`src/rtl/ms_path_packer.sv`:
```
// ms_path_packer: turns the solver's coordinate stream into 2-bit moves packed 4 per byte behind a FWFT byte FIFO.
// Inputs: clk, rst, in_valid/in_x/in_y/in_no_path (solver stream, never stalled), out_ready (consumer).
// Outputs: out_valid/out_byte/out_last (FIFO head), done pulse with held path_len/no_path/err summary.
module ms_path_packer #(
  parameter int DEPTH = 16
) (
  input  logic       clk,
  input  logic       rst,
  input  logic       in_valid,
  input  logic [3:0] in_x,
  input  logic [3:0] in_y,
  input  logic       in_no_path,
  output logic       out_valid,
  input  logic       out_ready,
  output logic [7:0] out_byte,
  output logic       out_last,
  output logic       done,
  output logic [7:0] path_len,
  output logic       no_path,
  output logic       err
);
  localparam int AW = $clog2(DEPTH);
  typedef enum logic [1:0] {IDLE, PATH, FLUSH, NOPATH} state_t;
  state_t state_q;
  logic v_q, np_q, full_q, perr_q, done_q, no_path_q, err_q;
  logic [3:0] x_q, y_q, px_q, py_q;
  logic [7:0] stg_q, len_q, path_len_q;
  logic [1:0] slot_q;
  logic [AW:0] wr_q, rd_q;
  logic [7:0] mem [DEPTH];
  logic [DEPTH-1:0] lmem;
  logic right, left, up, down, adj, move, flush, start, push, empty, fifo_full, pop, wr_en, drop;
  logic [1:0] mv, s, slot_d;
  logic [7:0] stg_d;
  // 5-bit compares so a step off the 0/15 edge is never mistaken for adjacency
  assign right = {1'b0, x_q} == {1'b0, px_q} + 5'd1 && y_q == py_q;
  assign left = {1'b0, x_q} + 5'd1 == {1'b0, px_q} && y_q == py_q;
  assign up = {1'b0, y_q} + 5'd1 == {1'b0, py_q} && x_q == px_q;
  assign down = {1'b0, y_q} == {1'b0, py_q} + 5'd1 && x_q == px_q;
  assign adj = right | left | up | down;
  assign mv = down ? 2'd3 : up ? 2'd2 : left ? 2'd1 : 2'd0;
  assign move = state_q == PATH && v_q;
  assign flush = state_q == FLUSH;
  assign start = v_q && (state_q == IDLE || state_q == FLUSH);
  // a completed byte waits in staging (full_q) so the final one can be marked last at flush
  assign s = full_q ? 2'd0 : slot_q;
  assign slot_d = s + 2'd1;
  assign stg_d = (full_q ? 8'h00 : stg_q) | (8'(mv) << {s, 1'b0});
  assign push = (move && full_q) || (flush && (full_q || slot_q != 2'd0));
  assign empty = wr_q == rd_q;
  assign fifo_full = wr_q[AW] != rd_q[AW] && wr_q[AW-1:0] == rd_q[AW-1:0];
  assign pop = out_valid && out_ready;
  assign wr_en = push && (!fifo_full || pop);
  assign drop = push && !wr_en;
  assign out_valid = !empty;
  assign out_byte = empty ? 8'h00 : mem[rd_q[AW-1:0]];
  assign out_last = !empty && lmem[rd_q[AW-1:0]];
  assign done = done_q;
  assign path_len = path_len_q;
  assign no_path = no_path_q;
  assign err = err_q;
  always_ff @(posedge clk) begin
    if (wr_en) begin
      mem[wr_q[AW-1:0]] <= stg_q;
      lmem[wr_q[AW-1:0]] <= flush;
    end
  end
  always_ff @(posedge clk) begin
    if (rst) begin
      state_q <= IDLE;
      {v_q, np_q, x_q, y_q, px_q, py_q} <= '0;
      {stg_q, slot_q, full_q, perr_q, len_q} <= '0;
      {wr_q, rd_q} <= '0;
      {done_q, path_len_q, no_path_q, err_q} <= '0;
    end else begin
      v_q <= in_valid;
      np_q <= in_no_path;
      x_q <= in_x;
      y_q <= in_y;
      done_q <= 1'b0;
      if (wr_en) wr_q <= wr_q + (AW+1)'(1);
      if (pop) rd_q <= rd_q + (AW+1)'(1);
      if (flush) begin
        done_q <= 1'b1;
        path_len_q <= len_q;
        no_path_q <= 1'b0;
        err_q <= perr_q | drop;
      end
      if (state_q == NOPATH) begin
        done_q <= 1'b1;
        path_len_q <= 8'd0;
        no_path_q <= 1'b1;
        err_q <= 1'b0;
      end
      if (start) begin
        {px_q, py_q} <= {x_q, y_q};
        {stg_q, slot_q, full_q, perr_q, len_q} <= '0;
        state_q <= np_q ? NOPATH : PATH;
      end else if (move) begin
        {px_q, py_q} <= {x_q, y_q};
        stg_q <= stg_d;
        slot_q <= slot_d;
        full_q <= s == 2'd3;
        len_q <= len_q + 8'(~&len_q);
        perr_q <= perr_q | ~adj | (&len_q) | drop;
      end else begin
        state_q <= state_q == PATH ? FLUSH : IDLE;
      end
    end
  end
endmodule

```
`config.mk`:
```
export PLATFORM = sky130hd
export DESIGN_NAME = ms_path_packer
export DESIGN_NICKNAME = d
export VERILOG_FILES = /design/src/rtl/ms_path_packer.sv
export SDC_FILE = /design/constraint.sdc
export NUM_CORES = 1
export LEC_CHECK = 0
export ABC_AREA = 0
export BUFFER_PORTS_ARGS = -buffer_cell sky130_fd_sc_hd__clkbuf_2
export CORE_MARGIN = 10
export CORE_UTILIZATION = 50
export DETAILED_ROUTE_END_ITERATION = 16
export PLACE_DENSITY_LB_ADDON = 0.05
export SYNTH_ARGS = -nofsm -noshare
export SYNTH_HDL_FRONTEND = slang
export SYNTH_SLANG_ARGS = --single-unit
```
`constraint.sdc`:
```
create_clock -name clk -period 3.46 [get_ports clk]
set_input_delay 0.692 -clock clk [delete_from_list [all_inputs] [get_ports clk]]
set_output_delay 0.692 -clock clk [all_outputs]
set_load 0.01 [all_outputs]
```
==> results.sh, run 1 <==
export IMPL_run_status="finished, final reports clean"
export IMPL_crit_type="flip-flop to output pin"
export IMPL_antenna_found_initial=0
export IMPL_grt_usage_pct=15.2
export IMPL_drc=0
export IMPL_final_hold_viol_count=0
export IMPL_fp_dieW_um=150
export IMPL_grt_max_degree=45
export IMPL_worst_pin_slew_ns=0.772
export IMPL_p_total_mw=5.18
export IMPL_synth_distinct_cells=40
export IMPL_nFillCells=1323
export IMPL_drt_iter0_drc=234
export IMPL_area_delta_synth_final_pct=14.3
export IMPL_port_buffers=33
export IMPL_finalCritPeriodShare_pct=92.1
export IMPL_die_height_um=150
export IMPL_drtPass1Iterations=4
export IMPL_grt_pass1_wl_um=26500
export IMPL_root_buffer="clkbuf_16"
export IMPL_combinationalPowerShare_pct=1.6
export IMPL_htree_levels=1
export IMPL_num_rows=47
export IMPL_via_per_inst=5.45
export IMPL_hold_buffers=0
export IMPL_required_ns=2.77
export IMPL_whs_path_depth=2
export IMPL_yosys_area_top_type_share_pct=50.9
export IMPL_cp_depth=5
export IMPL_p_sw_mw=0.972
export IMPL_vias=4610
export IMPL_hold_path_class="input pin to flip-flop"
export IMPL_finalCriticalPeriod_ns=3.19
export IMPL_layout_commonest_cell="edfxtp_1"
export IMPL_p_seq_share_pct=51.4
export IMPL_p_leak_nw=3.21
export IMPL_cp_end_kind="output pin"
export IMPL_internal_power_mw=4.21
export IMPL_power_density_mw_per_mm2=534
export IMPL_pre_cts_ws_ns=0.550
export IMPL_grt_pass1_vias=4737
export IMPL_relSlewSlack_pct=48.4
export IMPL_detail_route_antenna_nets=0
export IMPL_clock_latency_ns=0.50
export IMPL_slew_viol_final=0
export IMPL_yosysSeqAreaShare_pct=66.3
export IMPL_crit_slowest_cell="mux4_1"
export IMPL_ir_drop_v=0.000381
export IMPL_yosysWarnings=0
export IMPL_fin_skew_ns=0.00984
export IMPL_ys_ff_latch=209
export IMPL_final_critical_path_setup_slack_ns=0.274
export IMPL_cp_num_buf_inv=2
export IMPL_drv_cap=0
export IMPL_multi_input_area_mm2=0.00270
export IMPL_routedWlPerCell_um=20.0
export IMPL_syn_avg_cell_area_um2=15.3
export IMPL_initial_core_util_pct=51.2
export IMPL_dp_cells=806
export IMPL_synth_edf_count=144
export IMPL_antennaDiodeCount=0
export IMPL_num_nets_final=635
export IMPL_reg2reg_depth=6
export IMPL_cp_data_arrival_time_ns=2.49
export IMPL_cts_num_sinks=209
export IMPL_wirelength_um=16900
export IMPL_cpPeakStageDelay_ns=0.61
export IMPL_fin_cells=846
export IMPL_cp_start_kind="flip-flop"
export IMPL_cts_made_buffers=22
export IMPL_sw_frac_of_total_pct=18.8
export IMPL_synth_area_leaders="edfxtp_1, dfxtp_1, mux4_2"
export IMPL_cts_setup_buffers=0
export IMPL_async_reset_ff_share_pct=0
export IMPL_max_freq_mhz=314
export IMPL_rsz0062_at_grt="false"
export IMPL_clk_pin_slew_ns=0.06
export IMPL_core_area_mm2=0.0166
export IMPL_cts_tree="done"
export IMPL_power_frac_clock_pct=46.9
export IMPL_clk_path_buf_depth=3
export IMPL_finalSetupViolCount=0
export IMPL_grt_ovfl_total=0
export IMPL_cp_max_fo=19
export IMPL_syn_area_mm2=0.00849
export IMPL_synth_top_area_cell="edfxtp_1"
export IMPL_synth_nets=581
export IMPL_layout_common_cells="edfxtp_1, dfxtp_1, nand2_1"
export IMPL_ys_flop_type="edfxtp_1"
export IMPL_crit_family="multiplexers"
export IMPL_netlist_instances=556
export IMPL_dp_hpwl_um=10800
export IMPL_gp_congestion=0.804
export IMPL_crit_chain="buf_4 -> mux4_1 -> mux4_2 -> and2_1 -> clkbuf_2"
export IMPL_seq_area_mm2=0.00563
export IMPL_die_area_mm2=0.0226
export IMPL_fin_tns_setup_ns=0
export IMPL_io_pins=34
export IMPL_drive_above_1_share_pct=20.0
export IMPL_cts_repair_resized=0
[metrics by stage]
step	area (um2)	util, %	hold slack [ns]
after floorplan	8490	-	0.433
after global placement	8940	53.9	0.455
after detailed placement	8940	53.9	0.461
after CTS	9700	58.5	0.378
after global routing	9700	58.5	0.405
final	9700	58.5	0.398
[final timing paths]
check,from,to,slack (ns)
worst max-delay path,flip-flop,out_byte[7],0.27
worst min-delay path,in_valid,v_q,0.40
worst max register to register,state_q[0],mem[1][4],0.77
worst min register to register,path_len[4],path_len[4],0.47
[metal layers]
layer  GRT usage (%)  wire (um)
met1            18.9       6970
met2            26.7       8670
met3            2.91        929
met4            3.84        312
met5               0          0
[cell type report]
type / instances / share of cell area, %
Sequential cell: 209 / 58.0
Inverter: 3 / 0.116
Timing Repair Buffer: 55 / 3.40
Multi-Input combinational cell: 319 / 27.8
Tap cell: 220 / 2.84
Clock buffer: 26 / 6.15
Clock inverter: 14 / 1.72
[synth_stat cells, types with 2 or more instances]
| library cell | n |
|---|---|
| edfxtp_1 | 144 |
| dfxtp_1 | 65 |
| nand2_1 | 52 |
| mux4_2 | 33 |
| nor2_1 | 33 |
| a21oi_1 | 28 |
| xor2_1 | 23 |
| nand2b_1 | 18 |
| o21ai_0 | 17 |
| nor2b_1 | 16 |
| clkbuf_1 | 12 |
| ha_1 | 12 |
| mux4_1 | 12 |
| and2_1 | 11 |
| xnor2_1 | 10 |
| nand3b_1 | 9 |
| nand3_1 | 7 |
| nand4_1 | 7 |
| buf_2 | 6 |
| nor3_1 | 6 |
| a211oi_1 | 4 |
| nor3b_1 | 4 |
| buf_6 | 3 |
| inv_1 | 3 |
| a311oi_1 | 2 |
| and3_1 | 2 |
| buf_4 | 2 |
| or2_2 | 2 |
| or3_1 | 2 |
[power groups by stage]
stage / sequential, mW / combinational, mW / clock, mW
floorplan: 2.72 / 0.0642 / 0
global placement: 2.72 / 0.0846 / 0
CTS: 2.66 / 0.0866 / 2.49
detailed placement: 2.72 / 0.0861 / 0
finish: 2.67 / 0.0846 / 2.43
global route: 2.67 / 0.0969 / 2.58
[registers in the layout (all words and copies together) (netlist names), 2 cells and up, named ones only]
register  count
wr_q          5
rd_q          5
y_q           4
path_len      8
stg_q         8
state_q       2
len_q         8
py_q          4
slot_q        2
x_q           4
px_q          4
mem         128
lmem         16
[kinds of logic after synthesis]
| kind of cell | Yosys count | synth area share (%) |
|---|---|---|
| AND/OR/NAND/NOR | 174 | 10.5 |
| adder cells (fa/ha/maj) | 12 | 1.77 |
| multiplexers | 45 | 12.5 |
| flip-flops | 209 | 66.3 |
| XOR/XNOR | 33 | 3.40 |
| AO/OA/AOI/OAI | 55 | 3.61 |
| buffers and inverters | 28 | 2.00 |
Power figures use the tool's default switching activity.
==> run 2, diff against run 1 <==
==> constraint.sdc (replaced) <==
create_clock -name clk -period 3.46 [get_ports clk]
set_input_delay 0.692 -clock clk [delete_from_list [all_inputs] [get_ports clk]]
set_output_delay 0.692 -clock clk [all_outputs]
set_load 0.005 [all_outputs]
==> results.sh, run 2 (same netlist as run 1, synthesis figures left out) <==
export IMPL_ir_drop_v=0.000407
export IMPL_cp_end_kind="output pin"
export IMPL_p_leak_nw=3.18
export IMPL_initial_core_util_pct=51.2
export IMPL_die_height_um=150
export IMPL_drtPass1Iterations=4
export IMPL_largest_reg_flops=128
export IMPL_hold_buffers=0
export IMPL_area_delta_synth_final_pct=13.4
export IMPL_dp_hpwl_um=11000
export IMPL_fin_cells=844
export IMPL_grt_ovfl_total=0
export IMPL_grt_pass1_wl_um=27200
export IMPL_crit_family="multiplexers"
export IMPL_clock_latency_ns=0.50
export IMPL_combinationalPowerShare_pct=1.7
export IMPL_antennaDiodeCount=0
export IMPL_cp_start_kind="flip-flop"
export IMPL_cp_num_buf_inv=2
export IMPL_cp_data_arrival_time_ns=2.63
export IMPL_antenna_found_initial=0
export IMPL_sw_frac_of_total_pct=19.6
export IMPL_run_status="finished, final reports clean"
export IMPL_rsz0062_at_grt="false"
export IMPL_cts_made_buffers=22
export IMPL_fp_dieW_um=150
export IMPL_cts_num_sinks=209
export IMPL_crit_type="flip-flop to output pin"
export IMPL_fin_hold_ws_ns=0.402
export IMPL_slew_viol_final=0
export IMPL_root_buffer="clkbuf_16"
export IMPL_grt_usage_pct=15.7
export IMPL_worst_pin_slew_ns=0.763
export IMPL_p_seq_share_pct=53.9
export IMPL_clk_path_buf_depth=3
export IMPL_fin_tns_setup_ns=0
export IMPL_wirelength_um=17100
export IMPL_port_buffers=33
export IMPL_cts_setup_buffers=0
export IMPL_num_nets_final=633
export IMPL_grt_max_degree=45
export IMPL_hold_path_class="input pin to flip-flop"
export IMPL_finalCritPeriodShare_pct=95.9
export IMPL_detail_route_antenna_nets=0
export IMPL_required_ns=2.77
export IMPL_power_frac_clock_pct=44.4
export IMPL_crit_chain="buf_12 -> mux4_1 -> mux4_2 -> and2_1 -> clkbuf_2"
export IMPL_dp_cells=804
export IMPL_grt_pass1_vias=4837
export IMPL_drive_above_1_share_pct=20.0
export IMPL_routedWlPerCell_um=20.3
export IMPL_final_hold_viol_count=0
export IMPL_cp_max_fo=25
export IMPL_crit_slowest_cell="mux4_1"
export IMPL_max_freq_mhz=301
export IMPL_htree_levels=1
export IMPL_core_area_mm2=0.0166
export IMPL_via_per_inst=5.49
export IMPL_die_area_mm2=0.0226
export IMPL_p_sw_mw=0.968
export IMPL_cpPeakStageDelay_ns=0.58
export IMPL_fin_skew_ns=0.0159
export IMPL_io_pins=34
export IMPL_power_density_mw_per_mm2=513
export IMPL_drt_iter0_drc=239
export IMPL_layout_commonest_cell="edfxtp_1"
export IMPL_drc=0
export IMPL_gp_congestion=0.774
export IMPL_internal_power_mw=3.97
export IMPL_num_rows=47
export IMPL_finalCriticalPeriod_ns=3.32
export IMPL_clk_pin_slew_ns=0.06
export IMPL_vias=4631
export IMPL_cts_tree="done"
export IMPL_relSlewSlack_pct=49.0
export IMPL_drv_cap=0
export IMPL_finalSetupViolCount=0
export IMPL_layout_common_cells="edfxtp_1, dfxtp_1, nand2_1"
## run 2: final cells by class
class,instances,area [um2]
Clock inverter,9,56.3
Tap cell,220,275
Inverter,3,11.3
Multi-Input combinational cell,319,2700
Sequential cell,209,5630
Timing Repair Buffer,53,328
Clock buffer,31,636
Fill cell,1314,6960
## run 2: through the flow
| step | area, um2 | util, % | setup slack, ns | power (mW) |
|---|---|---|---|---|
| 2_1_floorplan | 8490 | - | 0.958 | 2.78 |
| 3_3_place_gp | 8930 | 53.9 | 0.519 | 2.80 |
| 3_5_place_dp | 8930 | 53.9 | 0.523 | 2.81 |
| 4_1_cts | 9630 | 58.1 | 0.0904 | 5.00 |
| 5_1_grt | 9630 | 58.1 | 0.00118 | 5.12 |
| 6_report | 9630 | 58.1 | 0.142 | 4.94 |
## run 2: repair_timing
item,CTS,global route
endpoints found under the setup margin,9,0
gates resized for setup,1,0
endpoints found under the hold margin,0,0
## run 2: power by group through the flow
stage	registers (mW)	logic [mW]	clock network, mW
3_5_place_dp	2.72	0.0861	0
2_1_floorplan	2.71	0.0640	0
3_3_place_gp	2.72	0.0838	0
6_report	2.67	0.0847	2.19
5_1_grt	2.67	0.0964	2.36
4_1_cts	2.67	0.0867	2.25
## run 2: routing by layer
layer  up-vias  GRT usage, %  routed length, um
met3        20          3.72               1180
met1      2296          19.1               6650
met2       118          27.4               8930
met4         0          4.13                327
li1       2197             -                  -
met5         -             0                  0
## run 2: worst paths after layout
kind | start | end | slack [ns] | depth (start not counted)
worst min-delay path | in_no_path | np_q | 0.40 | 2
worst max register to register | state_q[0] | mem[12][0] | 0.77 | 6
worst min register to register | path_len[2] | path_len[2] | 0.47 | 2
worst max-delay path | flip-flop | out_byte[1] | 0.14 | 5
==> run 3, diff against run 2 <==
--- a/config.mk
+++ b/config.mk
@@ -6,7 +6,7 @@
 export NUM_CORES = 1
 export LEC_CHECK = 0
 export ABC_AREA = 0
-export BUFFER_PORTS_ARGS = -buffer_cell sky130_fd_sc_hd__clkbuf_2
+export BUFFER_PORTS_ARGS = -buffer_cell sky130_fd_sc_hd__buf_2
 export CORE_MARGIN = 10
 export CORE_UTILIZATION = 50
 export DETAILED_ROUTE_END_ITERATION = 16
==> results.sh, run 3 (same netlist as run 1, synthesis figures left out) <==
export IMPL_cp_max_fo=19
export IMPL_finalCritPeriodShare_pct=92.0
export IMPL_grt_usage_pct=15.5
export IMPL_crit_chain="buf_4 -> mux4_1 -> mux4_2 -> and2_1 -> buf_2"
export IMPL_htree_levels=1
export IMPL_cts_num_sinks=209
export IMPL_max_freq_mhz=314
export IMPL_via_per_inst=5.56
export IMPL_core_area_mm2=0.0166
export IMPL_wirelength_um=17300
export IMPL_vias=4689
export IMPL_cp_end_kind="output pin"
export IMPL_area_delta_synth_final_pct=13.3
export IMPL_port_buffers=33
export IMPL_layout_common_cells="edfxtp_1, dfxtp_1, nand2_1"
export IMPL_finalCriticalPeriod_ns=3.18
export IMPL_grt_pass1_vias=4819
export IMPL_drtPass1Iterations=4
export IMPL_relSlewSlack_pct=46.4
export IMPL_gp_congestion=0.825
export IMPL_grt_ovfl_total=0
export IMPL_routedWlPerCell_um=20.6
export IMPL_run_status="finished, final reports clean"
export IMPL_required_ns=2.77
export IMPL_slew_viol_final=0
export IMPL_crit_type="flip-flop to output pin"
export IMPL_num_rows=47
export IMPL_cpPeakStageDelay_ns=0.60
export IMPL_p_leak_nw=3.20
export IMPL_drive_above_1_share_pct=20.7
export IMPL_min_delay_start="in_x[2]"
export IMPL_cp_num_buf_inv=2
export IMPL_largest_reg_flops=128
export IMPL_rsz0062_at_grt="false"
export IMPL_clk_path_buf_depth=3
export IMPL_r2r_start="state_q[0]"
export IMPL_grt_max_degree=46
export IMPL_die_area_mm2=0.0226
export IMPL_antenna_found_initial=0
export IMPL_crit_family="multiplexers"
export IMPL_r2r_end="mem[12][4]"
export IMPL_final_util_pct=58.0
export IMPL_fp_dieW_um=150
export IMPL_fin_tns_setup_ns=0
export IMPL_fin_skew_ns=0.0199
export IMPL_antennaDiodeCount=0
export IMPL_drt_iter0_drc=307
export IMPL_hold_path_class="input pin to flip-flop"
export IMPL_io_pins=34
export IMPL_rrSetupSlack_ns=0.86
export IMPL_finalSetupViolCount=0
export IMPL_layout_commonest_cell="edfxtp_1"
export IMPL_die_height_um=150
export IMPL_cts_setup_buffers=0
export IMPL_drc=0
export IMPL_cp_data_arrival_time_ns=2.49
export IMPL_crit_slowest_cell="mux4_1"
export IMPL_final_hold_viol_count=0
export IMPL_worst_pin_slew_ns=0.804
export IMPL_reg2reg_depth=6
export IMPL_grt_pass1_wl_um=27000
export IMPL_dp_hpwl_um=11100
export IMPL_whs_path_depth=2
export IMPL_cts_tree="done"
export IMPL_hold_end="x_q[2]"
export IMPL_root_buffer="clkbuf_16"
export IMPL_num_nets_final=633
export IMPL_drv_cap=0
export IMPL_power_density_mw_per_mm2=519
export IMPL_initial_core_util_pct=51.2
export IMPL_nFillCells=1325
export IMPL_clock_latency_ns=0.50
export IMPL_detail_route_antenna_nets=0
export IMPL_ir_drop_v=0.000327
export IMPL_clk_pin_slew_ns=0.06
export IMPL_cts_made_buffers=21
export IMPL_cp_start_kind="flip-flop"
run 3: where the power goes:
group	switching, mW	internal [mW]	total (mW)
sequential	0.0141	2.65	2.66
combinational	0.0473	0.0357	0.0830
clock	0.931	1.31	2.24
total	0.992	4.00	4.99
run 3: worst max-delay path by stage:
stage | to | depth (start not counted)
after global routing | out_byte[5] | 5
after detailed placement | out_byte[5] | 5
after CTS | out_byte[5] | 5
final | out_byte[5] | 5
after floorplan | lmem[3] | 5
after global placement | out_byte[1] | 5
run 3: repair_timing:
action                     in CTS  in global routing
setup endpoints to repair       0                  9
gates resized for setup         0                  1
hold buffers                    0                  0
run 3: area by class of cell:
| type | count | area (um2) | share of cell area [%] |
|---|---|---|---|
| clock buffers | 24 | 557 | 5.79 |
| clock inverters | 14 | 133 | 1.38 |
| inverters | 3 | 11.3 | 0.117 |
| multi-input cells | 319 | 2700 | 28.0 |
| flip-flops and latches | 209 | 5630 | 58.5 |
| well taps | 220 | 275 | 2.86 |
| repair buffers | 54 | 323 | 3.36 |
run 3: per-layer routing:
| metal | track usage [%] | wire (um) | share of wire [%] |
|---|---|---|---|
| met5 | 0 | 0 | 0 |
| met4 | 4.13 | 362 | 2.1 |
| met3 | 2.73 | 896 | 5.2 |
| met2 | 27.4 | 8950 | 52 |
| met1 | 19.2 | 7130 | 41 |
run 3: metrics by stage:
| step | total power, mW | setup slack (ns) | instance area [um2] | hold slack [ns] | std cells |
|---|---|---|---|---|---|
| 2_1_floorplan | 2.78 | 0.958 | 8490 | 0.433 | 556 |
| 3_3_place_gp | 2.80 | 0.674 | 8930 | 0.454 | 805 |
| 3_5_place_dp | 2.80 | 0.546 | 8930 | 0.459 | 805 |
| 4_1_cts | 5.03 | 0.0112 | 9620 | 0.397 | 843 |
| 5_1_grt | 5.15 | 0.112 | 9620 | 0.415 | 843 |
| 6_report | 4.99 | 0.276 | 9620 | 0.408 | 843 |
